**src/rtl/vote_collector.sv**
```systemverilog
// Five-voter ballot front end: synchronises and debounces YES/NO buttons, runs the
// IDLE/OPEN/RESULT session and presents a frozen ballot to the tally decoder.
module vote_collector #(
   parameter logic [15:0] DEBOUNCE = 16'd50000,
   parameter logic [31:0] TIMEOUT  = 32'd500000000
) (
   input  logic       clk,
   input  logic       rst,
   input  logic [4:0] yes_btn,
   input  logic [4:0] no_btn,
   input  logic       start,
   input  logic       close,
   output logic [4:0] comps,
   output logic [4:0] voted,
   output logic       open,
   output logic       done
);

   localparam int unsigned CntWidth = $clog2(32'(DEBOUNCE) + 1);
   localparam logic [CntWidth-1:0] CntLast = CntWidth'(DEBOUNCE - 16'd1);

   typedef enum logic [1:0] {StIdle, StOpen, StResult} state_e;

   // Lines 0..4 are YES buttons, 5..9 are NO buttons.
   logic [9:0]          raw;
   logic [9:0]          sync1_q;
   logic [9:0]          sync2_q;
   logic [9:0]          deb_q;
   logic [9:0]          evt_q;
   logic [CntWidth-1:0] cnt_q [10];
   logic [4:0]          yes_evt;
   logic [4:0]          no_evt;

   assign raw     = {no_btn, yes_btn};
   assign yes_evt = evt_q[4:0];
   assign no_evt  = evt_q[9:5];

   always_ff @(posedge clk) begin
      if (rst) begin
         sync1_q <= '0;
         sync2_q <= '0;
         deb_q   <= '0;
         evt_q   <= '0;
         for (int i = 0; i < 10; i++) begin
            cnt_q[i] <= '0;
         end
      end else begin
         sync1_q <= raw;
         sync2_q <= sync1_q;
         evt_q   <= '0;
         for (int i = 0; i < 10; i++) begin
            if (sync2_q[i] == deb_q[i]) begin
               cnt_q[i] <= '0;
            end else if (cnt_q[i] == CntLast) begin
               // Level flips here; the event pulse lines up with the new debounced level.
               cnt_q[i] <= '0;
               deb_q[i] <= sync2_q[i];
               evt_q[i] <= sync2_q[i];
            end else begin
               cnt_q[i] <= cnt_q[i] + 1'b1;
            end
         end
      end
   end

   state_e      state_q, state_d;
   logic [4:0]  ballot_q, ballot_d;
   logic [4:0]  voted_q, voted_d;
   logic [4:0]  comps_q, comps_d;
   logic [31:0] timer_q, timer_d;
   logic        open_q, open_d;
   logic        done_q, done_d;
   logic        timeout_hit;

   assign timeout_hit = (TIMEOUT != 32'd0) && (timer_q == TIMEOUT - 32'd1);

   always_comb begin
      state_d  = state_q;
      ballot_d = ballot_q;
      voted_d  = voted_q;
      comps_d  = comps_q;
      timer_d  = timer_q;
      open_d   = open_q;
      done_d   = done_q;
      unique case (state_q)
         StIdle: begin
            comps_d = '0;
            voted_d = '0;
            open_d  = 1'b0;
            done_d  = 1'b0;
            if (start) begin
               state_d  = StOpen;
               ballot_d = '0;
               timer_d  = '0;
               open_d   = 1'b1;
            end
         end
         StOpen: begin
            comps_d = '0;
            if (close || (voted_q == 5'b11111) || timeout_hit) begin
               // Any vote arriving on the exit cycle is dropped.
               state_d = StResult;
               comps_d = ballot_q;
               open_d  = 1'b0;
               done_d  = 1'b1;
            end else begin
               if (TIMEOUT != 32'd0) begin
                  timer_d = timer_q + 32'd1;
               end
               for (int i = 0; i < 5; i++) begin
                  if (!voted_q[i] && (yes_evt[i] ^ no_evt[i])) begin
                     voted_d[i]  = 1'b1;
                     ballot_d[i] = yes_evt[i];
                  end
               end
            end
         end
         StResult: begin
            if (start) begin
               state_d  = StOpen;
               ballot_d = '0;
               voted_d  = '0;
               timer_d  = '0;
               comps_d  = '0;
               open_d   = 1'b1;
               done_d   = 1'b0;
            end
         end
         default: begin
            state_d = StIdle;
         end
      endcase
   end

   always_ff @(posedge clk) begin
      if (rst) begin
         state_q  <= StIdle;
         ballot_q <= '0;
         voted_q  <= '0;
         comps_q  <= '0;
         timer_q  <= '0;
         open_q   <= 1'b0;
         done_q   <= 1'b0;
      end else begin
         state_q  <= state_d;
         ballot_q <= ballot_d;
         voted_q  <= voted_d;
         comps_q  <= comps_d;
         timer_q  <= timer_d;
         open_q   <= open_d;
         done_q   <= done_d;
      end
   end

   assign comps = comps_q;
   assign voted = voted_q;
   assign open  = open_q;
   assign done  = done_q;

endmodule

```
**config.mk**
```make
export PLATFORM = sky130hd
export DESIGN_NAME = vote_collector
export DESIGN_NICKNAME = d
export VERILOG_FILES = /design/src/rtl/vote_collector.sv
export SDC_FILE = /design/constraint.sdc
export NUM_CORES = 1
export LEC_CHECK = 0
export ABC_AREA = 1
export BUFFER_PORTS_ARGS = -buffer_cell sky130_fd_sc_hd__buf_2
export CELL_PAD_IN_SITES_DETAIL_PLACEMENT = 1
export CELL_PAD_IN_SITES_GLOBAL_PLACEMENT = 2
export CORE_AREA = 4 4 217 219
export DETAILED_ROUTE_END_ITERATION = 8
export DIE_AREA = 0 0 221 223
export GPL_ROUTABILITY_DRIVEN = 0
export PLACE_DENSITY_LB_ADDON = 0.1
export SYNTH_ARGS = -nofsm -noshare
export SYNTH_HDL_FRONTEND = slang
export SYNTH_SLANG_ARGS = --single-unit
```
**constraint.sdc**
```tcl
create_clock -name clk -period 1.7 [get_ports clk]
set_input_delay 0.34 -clock clk [delete_from_list [all_inputs] [get_ports clk]]
set_output_delay 0.34 -clock clk [all_outputs]
set_load 0.01 [all_outputs]
```
==> flow_metrics.env, run 1 <==
export IMPL_hold_class="in -> reg"
export IMPL_yosysTopAreaCell="edfxtp_1"
export IMPL_fin_crit_sh_pct=104
export IMPL_drive_gt1_share_pct=33.9
export IMPL_cp_required_ps=2060
export IMPL_dieHeight_um=223
export IMPL_synth_seq_cells=251
export IMPL_drt_wl_total_um=40100
export IMPL_stdcell_area_mm2=0.0206
export IMPL_power_frac_clock_pct=44.5
export IMPL_dr_wl_met3_um=1350
export IMPL_rows=78
export IMPL_place_area_mm2=0.0167
export IMPL_dp_cells=2695
export IMPL_setup_tns_ps=-411
export IMPL_min_delay_start="yes_btn[3]"
export IMPL_r2r_start="cnt_q[0][1]"
export IMPL_setup_slack_ps=-61.3
export IMPL_synth_cell_types=43
export IMPL_areaGrowthSynthToFinish_pct=53.1
export IMPL_routed_via_density=4.49
export IMPL_pwr_share_comb_pct=14.4
export IMPL_fmax_mhz=568
export IMPL_htreeDepth=2
export IMPL_startpoint_type="register"
export IMPL_dieArea_mm2=0.0493
export IMPL_post_route_drc_count=0
export IMPL_switching_share_pct=26.6
export IMPL_whs_ps=27.9
export IMPL_detail_route_antenna_nets=0
export IMPL_antenna_found_initial=1
export IMPL_overflow=0
export IMPL_syn_avg_cell_area_um2=7.87
export IMPL_rr_endpoint="cnt_q[0][12]"
export IMPL_numCtsBuffers=36
export IMPL_rsz0062_at_grt="yes"
export IMPL_antenna_cells=0
export IMPL_root_buffer="clkbuf_16"
export IMPL_ff2ff_setup_slack_ps=-60
export IMPL_worstSetupEndpointType="register"
export IMPL_violations="setup timing"
export IMPL_io_buffers=25
export IMPL_drtIter0Drc=425
export IMPL_wire_per_inst_um=14.1
export IMPL_pre_cts_slack_ps=-207
export IMPL_vdd_drop_max_v=0.000731
export IMPL_die_x_um=221
export IMPL_status="finished, violations left"
export IMPL_initial_core_util_pct=29.9
export IMPL_met2_length_um=19700
export IMPL_syn_cell_area_mm2=0.0135
export IMPL_grt_pass1_wl_um=63200
export IMPL_maxCapViolCount=0
export IMPL_ios=26
export IMPL_reg2reg_depth=8
export IMPL_p_per_area_mw_per_mm2=817
export IMPL_hpwl_um=27400
export IMPL_drtPass1Iterations=6
export IMPL_vias=12777
export IMPL_final_cells=2848
export IMPL_p_int_mw=12.3
export IMPL_final_nets=2249
export IMPL_period_minus_slack_ps=1760
export IMPL_final_hold_violation_count=0
export IMPL_grt_pass1_vias=13068
export IMPL_final_core_util_pct=45.7
export IMPL_final_cell_mix="nand2_1, buf_4, nor2_1"
export IMPL_grt_usage_pct=15.2
export IMPL_clk_latency_ps=540
export IMPL_yosys_top_cells_area="edfxtp_1, dfxtp_1, nand2_1"
export IMPL_hold_end="sync1_q[3]"
export IMPL_cts_tree="yes"
export IMPL_netlist_instances=1710
export IMPL_switchingPower_mw=4.48
export IMPL_clk_pin_slew_ps=60
export IMPL_clk_path_buf_depth=3
export IMPL_cp_max_fo=4
export IMPL_clock_skew_ps=8.99
export IMPL_p_leak_nw=8.42
export IMPL_coreArea_mm2=0.0451
export IMPL_synth_top_area_share_pct=35.7
export IMPL_seq_power_share_pct=41.1
export IMPL_mostFrequentLayoutCell="nand2_1"
export IMPL_finalPower_mw=16.8
export IMPL_slew_viol_final=0
export IMPL_wl_met1_um=18400
export IMPL_highest_layer="met5"
export IMPL_nFillCells=5344
export IMPL_min_path_cells=3
export IMPL_path_class="reg -> reg"
export IMPL_seq_area_frac_synth_pct=49.2
export IMPL_clock_sink_count=251
export IMPL_grt_max_degree=37
export IMPL_setup_viol=20
export IMPL_yosys_warnings=0
export IMPL_worstPathArrival_ps=2130
==> state kept, by name, indices dropped and copies added (netlist names) <==
| name | flops |
|---|---|
| ballot_q | 5 |
| cnt_q | 160 |
| comps | 5 |
| deb_q | 10 |
| done | 1 |
| evt_q | 10 |
| open | 1 |
| state_q | 2 |
| sync1_q | 10 |
| sync2_q | 10 |
| timer_q | 32 |
| voted | 5 |
==> worst max-delay path by stage <==
stage                start            to  slack (ps)  cells after the start
2_1_floorplan  cnt_q[9][0]  cnt_q[9][14]           1                     10
3_3_place_gp    state_q[0]   timer_q[15]        -140                     10
3_5_place_dp    state_q[1]   ballot_q[2]        -210                      9
4_1_cts        cnt_q[5][0]  cnt_q[5][12]         -70                     10
5_1_grt        cnt_q[9][0]  cnt_q[9][14]        -170                     10
6_report       cnt_q[0][1]  cnt_q[0][12]         -60                      8
==> cell usage after synthesis, drive strengths merged <==
| cell type | count |
|---|---|
| a211oi | 1 |
| a21oi | 101 |
| a31oi | 4 |
| and2 | 1 |
| and3 | 2 |
| buf | 13 |
| clkbuf | 20 |
| clkinv | 3 |
| conb | 1 |
| dfxtp | 91 |
| edfxtp | 160 |
| ha | 15 |
| inv | 212 |
| nand2 | 379 |
| nand2b | 1 |
| nand3 | 132 |
| nand3b | 8 |
| nand4 | 47 |
| nor2 | 302 |
| nor3 | 63 |
| nor3b | 27 |
| nor4 | 15 |
| o21a | 2 |
| o21ai | 23 |
| o21ba | 4 |
| o21bai | 2 |
| o31ai | 1 |
| or2 | 16 |
| xnor2 | 21 |
| xor2 | 43 |
==> final cells by class <==
type	count	area, um^2	share of cell area (%)
Clock buffer	59	1100	5.35
Clock inverter	7	71.3	0.346
Inverter	215	823	4.00
Multi-Input combinational cell	1373	8230	40.0
Sequential cell	251	6650	32.3
Tap cell	600	751	3.64
Timing Repair Buffer	343	2970	14.4
==> critical path: stages (launching register included) <==
cell and delay (ps):
edfxtp_1 410, ha_4 170, nand2_4 50, nor3_4 210
nand3_2 110, or2_4 290, nor2_4 120, nor2_1 50
nor3_1 190
==> power by group through the flow <==
stage	logic, mW	registers [mW]	clock network, mW
2_1_floorplan	0.956	7.00	0
3_3_place_gp	1.59	7.00	0
3_5_place_dp	1.63	7.01	0
4_1_cts	1.79	6.89	7.79
5_1_grt	2.66	6.95	8.07
6_report	2.42	6.92	7.48
==> per-layer routing <==
layer	global-route usage, %	vias to the layer above
li1	-	6504
met1	19.4	6131
met2	26.6	98
met3	3.17	42
met4	3.66	2
met5	0	-
==> kinds of logic (layout without fill, tap and decap cells) <==
family	count (synthesis)	in the layout	synth area share, %
flip-flops	251	251	49.2
other	1	160	0.0279
AO/OA/AOI/OAI	138	138	5.48
XOR/XNOR	64	64	4.16
adder cells (fa/ha/maj)	15	15	1.39
AND/OR/NAND/NOR	993	996	32.6
buffers and inverters	248	624	7.12
==> what timing repair did <==
action,in CTS,in global routing
pin swaps,20,125
buffers inserted,19,51
hold endpoints to repair,7,0
hold buffers,7,0
setup endpoints to repair,139,212
resized for setup,88,392
gates cloned,1,9
Note: power is estimated with default switching activity, not from simulation.
==> run 2, diff against run 1 <==
Settings changed: CTS_BUF_LIST set to sky130_fd_sc_hd__clkbuf_16.
==> run 2 against run 1 <==
Compared with the run above:
- the flow still finishes with violations (setup timing)
- sequential power about the same
- design area decreased by 0.15%
- clock power decreased by 4.0%
- core utilization decreased by 0.069 points
- non-clock buffer count unchanged
- worst hold slack improved by 1.4 ps
- clock-buffer cell count decreased by 20
- first-iteration DRC count decreased by 6.1%
- critical path depth increased by 5
==> flow_metrics.env, run 2 (synthesized netlist as in run 1, its figures left out) <==
export IMPL_mostFrequentLayoutCell="nand2_1"
export IMPL_cp_required_ps=2140
export IMPL_final_cells=2848
export IMPL_grt_pass1_wl_um=63200
export IMPL_root_buffer="clkbuf_16"
export IMPL_final_nets=2249
export IMPL_path_class="reg -> reg"
export IMPL_drive_gt1_share_pct=34.4
export IMPL_final_core_util_pct=45.6
export IMPL_vdd_drop_max_v=0.000733
export IMPL_maxCapViolCount=0
export IMPL_io_buffers=25
export IMPL_htreeDepth=2
export IMPL_cp_max_fo=5
export IMPL_period_minus_slack_ps=1740
export IMPL_vias=12858
export IMPL_nFillCells=5361
export IMPL_clk_path_buf_depth=3
export IMPL_worstSetupEndpointType="register"
export IMPL_whs_ps=29.4
export IMPL_dieHeight_um=223
export IMPL_grt_use_met3_pct=3.17
export IMPL_final_cell_mix="nand2_1, buf_4, inv_1"
export IMPL_numCtsBuffers=36
export IMPL_cp_slowest_stage_delay_ps=330
export IMPL_rsz0062_at_grt="yes"
export IMPL_setup_slack_ps=-43.7
export IMPL_fin_crit_sh_pct=103
export IMPL_coreArea_mm2=0.0451
export IMPL_clock_sink_count=251
export IMPL_cts_tree="yes"
export IMPL_hpwl_um=27400
export IMPL_post_route_drc_count=0
export IMPL_antenna_found_initial=1
export IMPL_critPathMostFrequentCell="nand2_4"
export IMPL_gr_usage_met1_pct=19.4
export IMPL_violations="setup timing"
export IMPL_crit_chain="ha_4 -> nand3_4 -> clkinv_4 -> nand2_4 -> nor2_4 -> nand2_4 -> nand2_4 -> buf_6 -> a21oi_4 -> clkbuf_16 -> nand2_2 -> nand2_1 -> nor2_1"
export IMPL_top_usage_layer="met2"
export IMPL_rows=78
export IMPL_p_per_area_mw_per_mm2=800
export IMPL_pre_cts_slack_ps=-207
export IMPL_clk_pin_slew_ps=60
export IMPL_status="finished, violations left"
export IMPL_grt_max_degree=37
export IMPL_setup_viol=12
export IMPL_dp_cells=2695
export IMPL_top_regs="cnt_q (160), timer_q (32)"
export IMPL_areaGrowthSynthToFinish_pct=52.8
export IMPL_antenna_cells=0
export IMPL_grt_usage_pct=15.2
export IMPL_final_hold_violation_count=0
export IMPL_routed_via_density=4.51
export IMPL_slew_viol_final=0
export IMPL_clk_latency_ps=540
export IMPL_detail_route_antenna_nets=0
export IMPL_p_leak_nw=8.46
export IMPL_slowest_stage="dfxtp_2"
export IMPL_largest_reg_flops=160
export IMPL_die_x_um=221
export IMPL_worstPathArrival_ps=2180
export IMPL_largest_register="cnt_q"
export IMPL_clock_skew_ps=11.0
export IMPL_overflow=0
export IMPL_ios=26
export IMPL_fmax_mhz=573
export IMPL_initial_core_util_pct=29.9
export IMPL_drtIter0Drc=399
export IMPL_grt_pass1_vias=13092
export IMPL_drt_wl_total_um=40400
export IMPL_hold_class="in -> reg"
export IMPL_wire_per_inst_um=14.2
export IMPL_use_met2_pct=26.6
export IMPL_dieArea_mm2=0.0493
export IMPL_drtPass1Iterations=6
export IMPL_startpoint_type="register"
==> run 2: cell types whose count changed in the layout (fill, tap and decap cells not counted), moves of 3 or more <==
cell      before  now
nand3_1       97  102
nor3_2        20   23
a21oi_2       36   33
nor2_1       204  195
clkbuf_1      15    0
nor2_4        46   52
clkbuf_8       5    0
nand3_4       11    8
inv_2         20   30
a21oi_1       61   64
inv_1        189  197
nor3_1        36   33
nor2_2        52   55
nand2_2       35   38
==> run 2: what timing repair did <==
item,CTS,global route
cloned,1,10
setup endpoints to repair,139,212
endpoints found under the hold margin,7,0
hold buffers,7,0
pin swaps,20,129
buffers inserted,19,50
resized for setup,88,406
==> run 2: report_power, final <==
group          switching [mW]  internal (mW)
Combinational            1.37          0.991
Sequential              0.188           6.73
Clock                    2.90           4.28
==> run 2: final timing paths <==
| path | start | to | slack [ps] | cells after the start |
|---|---|---|---|---|
| worst max register to register | timer_q[1] | timer_q[24] | -40 | 13 |
| worst min-delay path | yes_btn[3] | sync1_q[3] | 30 | 3 |
| worst min register to register | sync1_q[7] | sync2_q[7] | 400 | 2 |
| worst max-delay path | timer_q[1] | timer_q[24] | -40 | 13 |
==> run 2: layer usage <==
layer  vias up  wire length (um)
li1       6510                 -
met3        46              1430
met2       106             19800
met4         2               690
met5         -                 7
met1      6194             18400
==> run 2: worst max-delay path, delay by kind of cell (launching register included) <==
family                     cells  cell delay, ps
DFF                            1             330
and+or+nand+nor                8             510
buffers and inverters          3             410
adders and majority gates      1             170
AOI/OAI and AO/OA              1             220
==> run 2: layout make-up <==
| class | instances | area [um^2] | share of cell area, % |
|---|---|---|---|
| inverter | 215 | 823 | 4.00 |
| clock inverter | 27 | 146 | 0.712 |
| tap | 600 | 751 | 3.65 |
| sequential | 251 | 6650 | 32.3 |
| clock buffer | 39 | 976 | 4.74 |
| multi-input combinational | 1373 | 8260 | 40.1 |
| timing repair buffer | 343 | 2970 | 14.4 |
==> run 2: metrics by stage <==
step	TNS (ps)	instance area, um^2	power (mW)
floorplan	0	14100	7.95
global placement	-4440	16700	8.60
detailed placement	-10290	16700	8.64
CTS	-221	18400	16.2
global route	-9340	20600	17.3
finish	-175	20600	16.5
